## src/rtl/idct_mac_unit.sv

```systemverilog
// Pipelined IDCT multiply-accumulate: sums TAPS coefficient x cosine products, rounds, shifts
// and level-shifts to one 8-bit pixel per block. Optional clamping via IDCT_MAC_SAT_EN.
module idct_mac_unit #(
    parameter int unsigned DIN_W  = 12,
    parameter int unsigned COEF_W = 12,
    parameter int unsigned ACC_W  = 27,
    parameter int unsigned TAPS   = 8,
    parameter int unsigned SHIFT  = 13
) (
    input  logic                     clk,
    input  logic                     rst_n,
    input  logic                     in_valid,
    output logic                     in_ready,
    input  logic signed [DIN_W-1:0]  in_coef,
    input  logic signed [COEF_W-1:0] in_cos,
    output logic                     out_valid,
    input  logic                     out_ready,
    output logic [7:0]               out_pix,
    output logic                     out_clip
);

    localparam int unsigned PROD_W = DIN_W + COEF_W;
    localparam int unsigned CNT_W  = (TAPS > 1) ? $clog2(TAPS) : 1;
    localparam logic [CNT_W-1:0] LastTap = CNT_W'(TAPS - 1);
    localparam logic [ACC_W-1:0] RoundBias = ACC_W'(1) << (SHIFT - 1);

    logic                     stall;
    logic                     xfer;
    logic                     s2_fire;

    logic [CNT_W-1:0]         tap_cnt_q, tap_cnt_d;
    logic signed [PROD_W-1:0] p_q, p_d;
    logic                     p_valid_q, p_valid_d;
    logic                     p_last_q, p_last_d;
    logic signed [ACC_W-1:0]  acc_q, acc_d;
    logic                     out_valid_q, out_valid_d;
    logic [7:0]               out_pix_q, out_pix_d;
    logic                     out_clip_q, out_clip_d;

    logic signed [ACC_W-1:0]  p_ext;
    logic signed [ACC_W-1:0]  sum;
    logic signed [ACC_W-1:0]  sum_rnd;
    logic signed [ACC_W-1:0]  sum_sh;
    logic signed [ACC_W:0]    v;
    logic [7:0]               pix;
    logic                     clip;

    // Rounding datapath for the final tap of a block.
    always_comb begin
        p_ext   = ACC_W'(p_q);
        sum     = acc_q + p_ext;
        sum_rnd = sum + $signed(RoundBias);
        sum_sh  = sum_rnd >>> SHIFT;
        v       = {sum_sh[ACC_W-1], sum_sh} + (ACC_W + 1)'(128);
    end

`ifdef IDCT_MAC_SAT_EN
    always_comb begin
        pix  = v[7:0];
        clip = 1'b0;
        if (v < 0) begin
            pix  = 8'd0;
            clip = 1'b1;
        end else if (v > 255) begin
            pix  = 8'd255;
            clip = 1'b1;
        end
    end
`else
    logic unused_v_hi;
    assign unused_v_hi = ^v[ACC_W:8];

    always_comb begin
        pix  = v[7:0];
        clip = 1'b0;
    end
`endif

    always_comb begin
        stall    = out_valid_q & ~out_ready;
        in_ready = ~stall;
        xfer     = in_valid & ~stall;
        s2_fire  = p_valid_q & ~stall;

        tap_cnt_d   = tap_cnt_q;
        p_d         = p_q;
        p_valid_d   = p_valid_q;
        p_last_d    = p_last_q;
        acc_d       = acc_q;
        out_valid_d = out_valid_q;
        out_pix_d   = out_pix_q;
        out_clip_d  = out_clip_q;

        if (xfer) begin
            p_d       = in_coef * in_cos;
            p_last_d  = (tap_cnt_q == LastTap);
            tap_cnt_d = (tap_cnt_q == LastTap) ? '0 : tap_cnt_q + CNT_W'(1);
        end
        // Whole pipeline freezes under stall, so p_valid only tracks transfers otherwise.
        if (!stall) begin
            p_valid_d = xfer;
        end

        if (out_valid_q && out_ready) begin
            out_valid_d = 1'b0;
        end

        if (s2_fire) begin
            if (p_last_q) begin
                acc_d       = '0;
                out_valid_d = 1'b1;
                out_pix_d   = pix;
                out_clip_d  = clip;
            end else begin
                acc_d = sum;
            end
        end
    end

    always_ff @(posedge clk or negedge rst_n) begin
        if (!rst_n) begin
            tap_cnt_q   <= '0;
            p_q         <= '0;
            p_valid_q   <= 1'b0;
            p_last_q    <= 1'b0;
            acc_q       <= '0;
            out_valid_q <= 1'b0;
            out_pix_q   <= 8'd0;
            out_clip_q  <= 1'b0;
        end else begin
            tap_cnt_q   <= tap_cnt_d;
            p_q         <= p_d;
            p_valid_q   <= p_valid_d;
            p_last_q    <= p_last_d;
            acc_q       <= acc_d;
            out_valid_q <= out_valid_d;
            out_pix_q   <= out_pix_d;
            out_clip_q  <= out_clip_d;
        end
    end

    assign out_valid = out_valid_q;
    assign out_pix   = out_pix_q;
    assign out_clip  = out_clip_q;

endmodule

```

## config.mk

```make
export PLATFORM = sky130hd
export DESIGN_NAME = idct_mac_unit
export DESIGN_NICKNAME = d
export VERILOG_FILES = /design/src/rtl/idct_mac_unit.sv
export SDC_FILE = /design/constraint.sdc
export NUM_CORES = 1
export LEC_CHECK = 0
export ABC_AREA = 1
export CORE_MARGIN = 1
export CORE_UTILIZATION = 31
export DETAILED_ROUTE_END_ITERATION = 8
export GPL_TIMING_DRIVEN = 0
export HOLD_SLACK_MARGIN = 0.02
export SLEW_MARGIN = 20
export SYNTH_ARGS = -nofsm -noshare
export SYNTH_HDL_FRONTEND = slang
export SYNTH_SLANG_ARGS = --single-unit
```

## constraint.sdc

```tcl
create_clock -name clk -period 4.93 [get_ports clk]
set_input_delay 1.2325 -clock clk [delete_from_list [all_inputs] [get_ports clk]]
set_output_delay 1.2325 -clock clk [all_outputs]
set_load 0.005 [all_outputs]
```

# After elaboration in Yosys (flattened, before gate mapping)
# Cells that the tools add are included.
[classes]
reduce_logical = 2
add_sub_neg = 4
bitwise_logic = 5
mux = 5
n_eq_ne = 1
mul = 1
[ops]
columns = ["op", "count"]
rows = [
  ["adder 27 x 24 -> 27 bit", 1],
  ["2-to-1 mux 27 bit", 1],
  ["multiplier 12 x 12 -> 24 bit", 1],
  ["adder 21 x 14 -> 21 bit, second input constant", 1],
  ["adder 8 bit, second input constant", 1],
  ["adder 3 x 1 -> 3 bit, second input constant", 1],
  ["bitwise AND 1 bit", 3],
  ["equality test 3 bit, second input constant", 1],
  ["2-to-1 mux 1 bit", 3],
  ["2-to-1 mux 3 bit", 1],
  ["NOT 1 bit", 2],
  ["AND reduction 2 bit", 1],
  ["logical AND 1 bit", 1],
]
[totals]
reg_bits = 65
word_cells = 25

# Logic depth before layout (Yosys ltp)
[depth]
ltp_word = 5
depth_mapped = 25
mapped_depth_nobuf = 24

# Worst setup path before layout
# OpenSTA, ideal clock, no wires.
[synth_path]
kind = "input -> register"
from = "in in_cos[11]"
to = "reg p_q[19]"
setup_ps = 118
slack_ps = -993
arrival_time_ps = 5805
cell_stages = 23
required_time_ps = 4812
path_buffers = 1
path_cell_list = "inv_1 clkbuf_1 or2_2 fa_1 fa_1 inv_1 fa_1 fa_1 inv_1 fa_1 inv_1 ha_1 nand2_1 o21ai_0 nand2_1 nand3_1 nand2_1 inv_1 o21ai_0 nand2_1 or2_2 nand3_1 nand2_1"
[synth_via]
elab_chain_len = 1
[synth_rtl]
columns = ["item", "line", "rtl"]
rows = [
  ["start: declaration", "15", "input logic signed [COEF_W-1:0] in_cos,"],
  ["multiplier 12 x 12 -> 24 bit", "95", "p_d = in_coef * in_cos;"],
  ["end signal: assignment", "132", "p_q <= p_d;"],
  ["end: declaration", "32", "logic signed [PROD_W-1:0] p_q, p_d;"],
]
# Every way passes these cells.
# A chain may end at the register's enable or synchronous reset.

# Worst setup path after layout
[layout_path]
from = "in in_cos[5]"
to = "reg p_q[20]"
# The elaborated chain is that of the path after synthesis.

==> summary.md <==
| Metric | Value |
|---|---|
| Antenna violations before repair | `0` |
| CTS tree | `done` |
| Setup violators final | `11` |
| Post-Syn Nets | `between 1000 and 1500` |
| RePlAce Congestion | `approximately 0.9` |
| Most frequent cells in the layout | `nand2_1 (344), inv_1 (260), fa_1 (103), buf_4 (65), dfrtp_1 (56)` |
| Final Cycle Share | `109%` |
| Measured slew at the worst slew-check pin | `607 ps` |
| DR WL/cell | `approximately 14 microns` |
| H-tree Lvls | `2` |
| #FFs+latches synth | `56` |
| Worst-Skew Late Latency | `roughly 300 ps` |
| Yosys cell types | `38` |
| GRT Overall Usage | `17.2%` |
| Clock transition at the registers of the reported paths | `80 ps` |
| Core ar. | `27800 sq um` |
| Placed Instance Area | `10100 sq um` |
| Via count | `about 7700` |
| Post-Layout Inst Area | `between 10000 and 15000 sq um` |
| Fillcell total | `approximately 2800` |
| Inserted Clock Buffers | `5` |
| CTS Buffer Depth | `2` |
| First-pass GRT wire length | `39000 microns` |
| # clock sinks | `56` |
| WP data required | `~5100 ps` |
| Sequential share of the synthesized area | `between 10% and 20%` |
| Area leader, netlist | `fa_1` |
| CP startpoint kind | `input pin` |
| Largest net degree at the start of global routing | `41` |
| 1st-pass router iterations | `5` |
| I/O Pins | `39` |
| Final wirelength | `around 24000 microns` |
| Antenna Violating Nets Remaining | `0` |
| Rows | `61` |
| Arrival time at the worst endpoint | `between 5000 and 6000 ps` |
| Max_cap viols | `0` |
| Gr ovfl total | `0` |
| Status | `complete, but fails checks` |
| Worst-path fanout max | `5` |
| Die Y-Extent | `between 150 and 200 microns` |
| Slew HR | `roughly three fifths` |
| Slew Viols, Final | `0` |
| Failing checks | `setup timing` |
| Synth warn | `0` |
| Minimum clock period | `around 5400 ps` |
| Final net count | `1557` |
| Final hold vios | `0` |
| Mapped Avg Cell Area | `7.29 sq um` |
| First DRT Iteration DRCs | `281` |
| Synth top area cells | `fa_1 (28%), nand2_1 (16%), dfrtp_1 (16%), inv_1 (13%), ha_1 (10%)` |
| Share of cells above drive strength 1 | `between 20 and 25%` |
| Effective utilization at floorplan | `31.6%` |
| Die ar. | `between 20000 and 30000 sq um` |
| RSZ-0062 raised after global routing | `yes` |
| PortBufs | `36` |
| Number of global-route vias before repair | `between 8000 and 9000` |
| DRC errors left | `0` |
| Fmax | `around 0.19 GHz` |
| Die X | `~170 microns` |
| Share of the synthesized area in the top cell type | `about 28%` |
| Clock Root Buffer | `clkbuf_16` |
| Hpwl dp | `roughly 18000 microns` |
| Syn Inst Count | `around 1200` |
| Hold Crit Class | `reg2reg` |
| Antenna cells | `0` |
| Setup crit end kind | `register` |
| Fin worst setup slack | `-467 ps` |
| Vias per inst | `between 4 and 5` |
| Setup Crit Path Kind | `in2reg` |
| Post-Syn Area | `~9000 sq um` |
| Commonest non-fill, non-tap cell in the layout | `nand2_1` |
| Syn-to-layout area delta | `33.4%` |
| Worst clock skew | `about 7 ps` |
synth_stat cells:
| cell | instances |
|---|---|
| a21oi_2 | 1 |
| nand2_1 | 383 |
| nor2_4 | 1 |
| buf_2 | 1 |
| o31ai_1 | 3 |
| a32o_1 | 2 |
| or2_2 | 6 |
| conb_1 | 1 |
| o21ai_0 | 33 |
| inv_1 | 299 |
| a22o_1 | 3 |
| nand3_1 | 37 |
| buf_4 | 1 |
| nand3b_1 | 3 |
| a21oi_1 | 28 |
| nor3_1 | 2 |
| a31oi_1 | 2 |
| clkinv_1 | 1 |
| nor3b_1 | 1 |
| nand4_1 | 9 |
| a21o_1 | 1 |
| fa_1 | 122 |
| a221oi_1 | 1 |
| inv_2 | 1 |
| nor2_2 | 4 |
| dfrtp_1 | 56 |
| a21boi_1 | 1 |
| or2_1 | 1 |
| nor2_1 | 53 |
| mux2_2 | 1 |
| o21ai_1 | 1 |
| xnor2_1 | 12 |
| ha_1 | 70 |
| nand3_2 | 5 |
| clkbuf_1 | 33 |
| nand2_2 | 8 |
| xor2_1 | 15 |
| o21a_1 | 2 |
path summary, 6_finish.rpt:
| path | from | cells past startpoint | slack (ps) | endpoint |
|---|---|---|---|---|
| max in group asynchronous | rst_n | 2 | 3650 | acc_q[19] |
| max reg2reg | p_q[0] | 17 | 2140 | out_pix[7] |
| max | in_cos[5] | 22 | -470 | p_q[20] |
| min reg2reg | out_pix[2] | 2 | 480 | out_pix[2] |
| min in group asynchronous | rst_n | 1 | 790 | acc_q[6] |
| min | out_pix[2] | 2 | 480 | out_pix[2] |
stage by stage:
stage | hold slack (ps) | setup WS, ps | TNS, ps | utilization, % | std cells
floorplan | 453 | -429 | -2670 | - | 1204
global placement | 460 | -1440 | -15650 | 36.3 | 1618
detailed placement | 466 | -1490 | -16190 | 36.4 | 1619
CTS | 484 | -530 | -3370 | 40.8 | 1703
global route | 504 | -649 | -5160 | 42.1 | 1716
finish | 479 | -467 | -3490 | 42.1 | 1716
final cells by class:
cell class	instances	area, sq um	share of cell area (%)
multi-input cells	812	6830	58.3
flip-flops and latches	56	1400	12.0
repair buffers	127	1260	10.7
inverters	301	1140	9.72
well taps	378	473	4.04
plain buffers	34	454	3.88
clock buffers	5	125	1.07
clock inverters	3	27.5	0.235
flip-flops by register name, summed over array words and instances (netlist names):
name / cells
acc_q: 21
out_pix: 8
out_valid: 1
p_last_q: 1
p_q: 21
p_valid_q: 1
tap_cnt_q: 3
repair_timing:
item	4_1_cts	5_1_grt
endpoints found under the hold margin	0	0
hold buffers	0	0
pin swaps	119	90
endpoints found under the setup margin	15	12
cloned	10	0
setup buffers	67	14
gates resized for setup	239	72
cell families (layout without fill, tap and decap cells):
logic type               Yosys count  count (layout)  synth area share [%]
AO/OA/AOI/OAI                     78              78                  5.00
XOR/XNOR                          27              27                  2.70
adder cells (fa/ha/maj)          192             192                  37.8
buffers and inverters            336             470                  14.4
flip-flops                        56              56                  16.0
multiplexers                       1               1                 0.128
other                              1               1                0.0427
AND/OR/NAND/NOR                  513             513                  23.9
critical path, cell delays in order:
cell and delay (ps):
buf_8 100, clkbuf_16 150, nand2_4 40, fa_1 550, fa_2 450, fa_1 500
inv_2 40, fa_1 540, inv_2 40, fa_1 560, inv_2 50, ha_4 260
buf_12 130, nand2_4 70, nor3_4 40, nand2_1 100, nand3_2 110, buf_6 150
a221oi_4 220, nand3_1 110, nand3_1 100, nand2_1 50
per-layer routing:
metal	global-route usage [%]	share of wire, %	up-vias
li1	-	-	3813
met1	21.0	43	3667
met2	31.2	50	155
met3	1.53	3.2	58
met4	6.46	3.5	0
met5	0	0	-
Power is not shown: default switching activity piles up to over one toggle a cycle in this logic, so the estimate is an artifact.
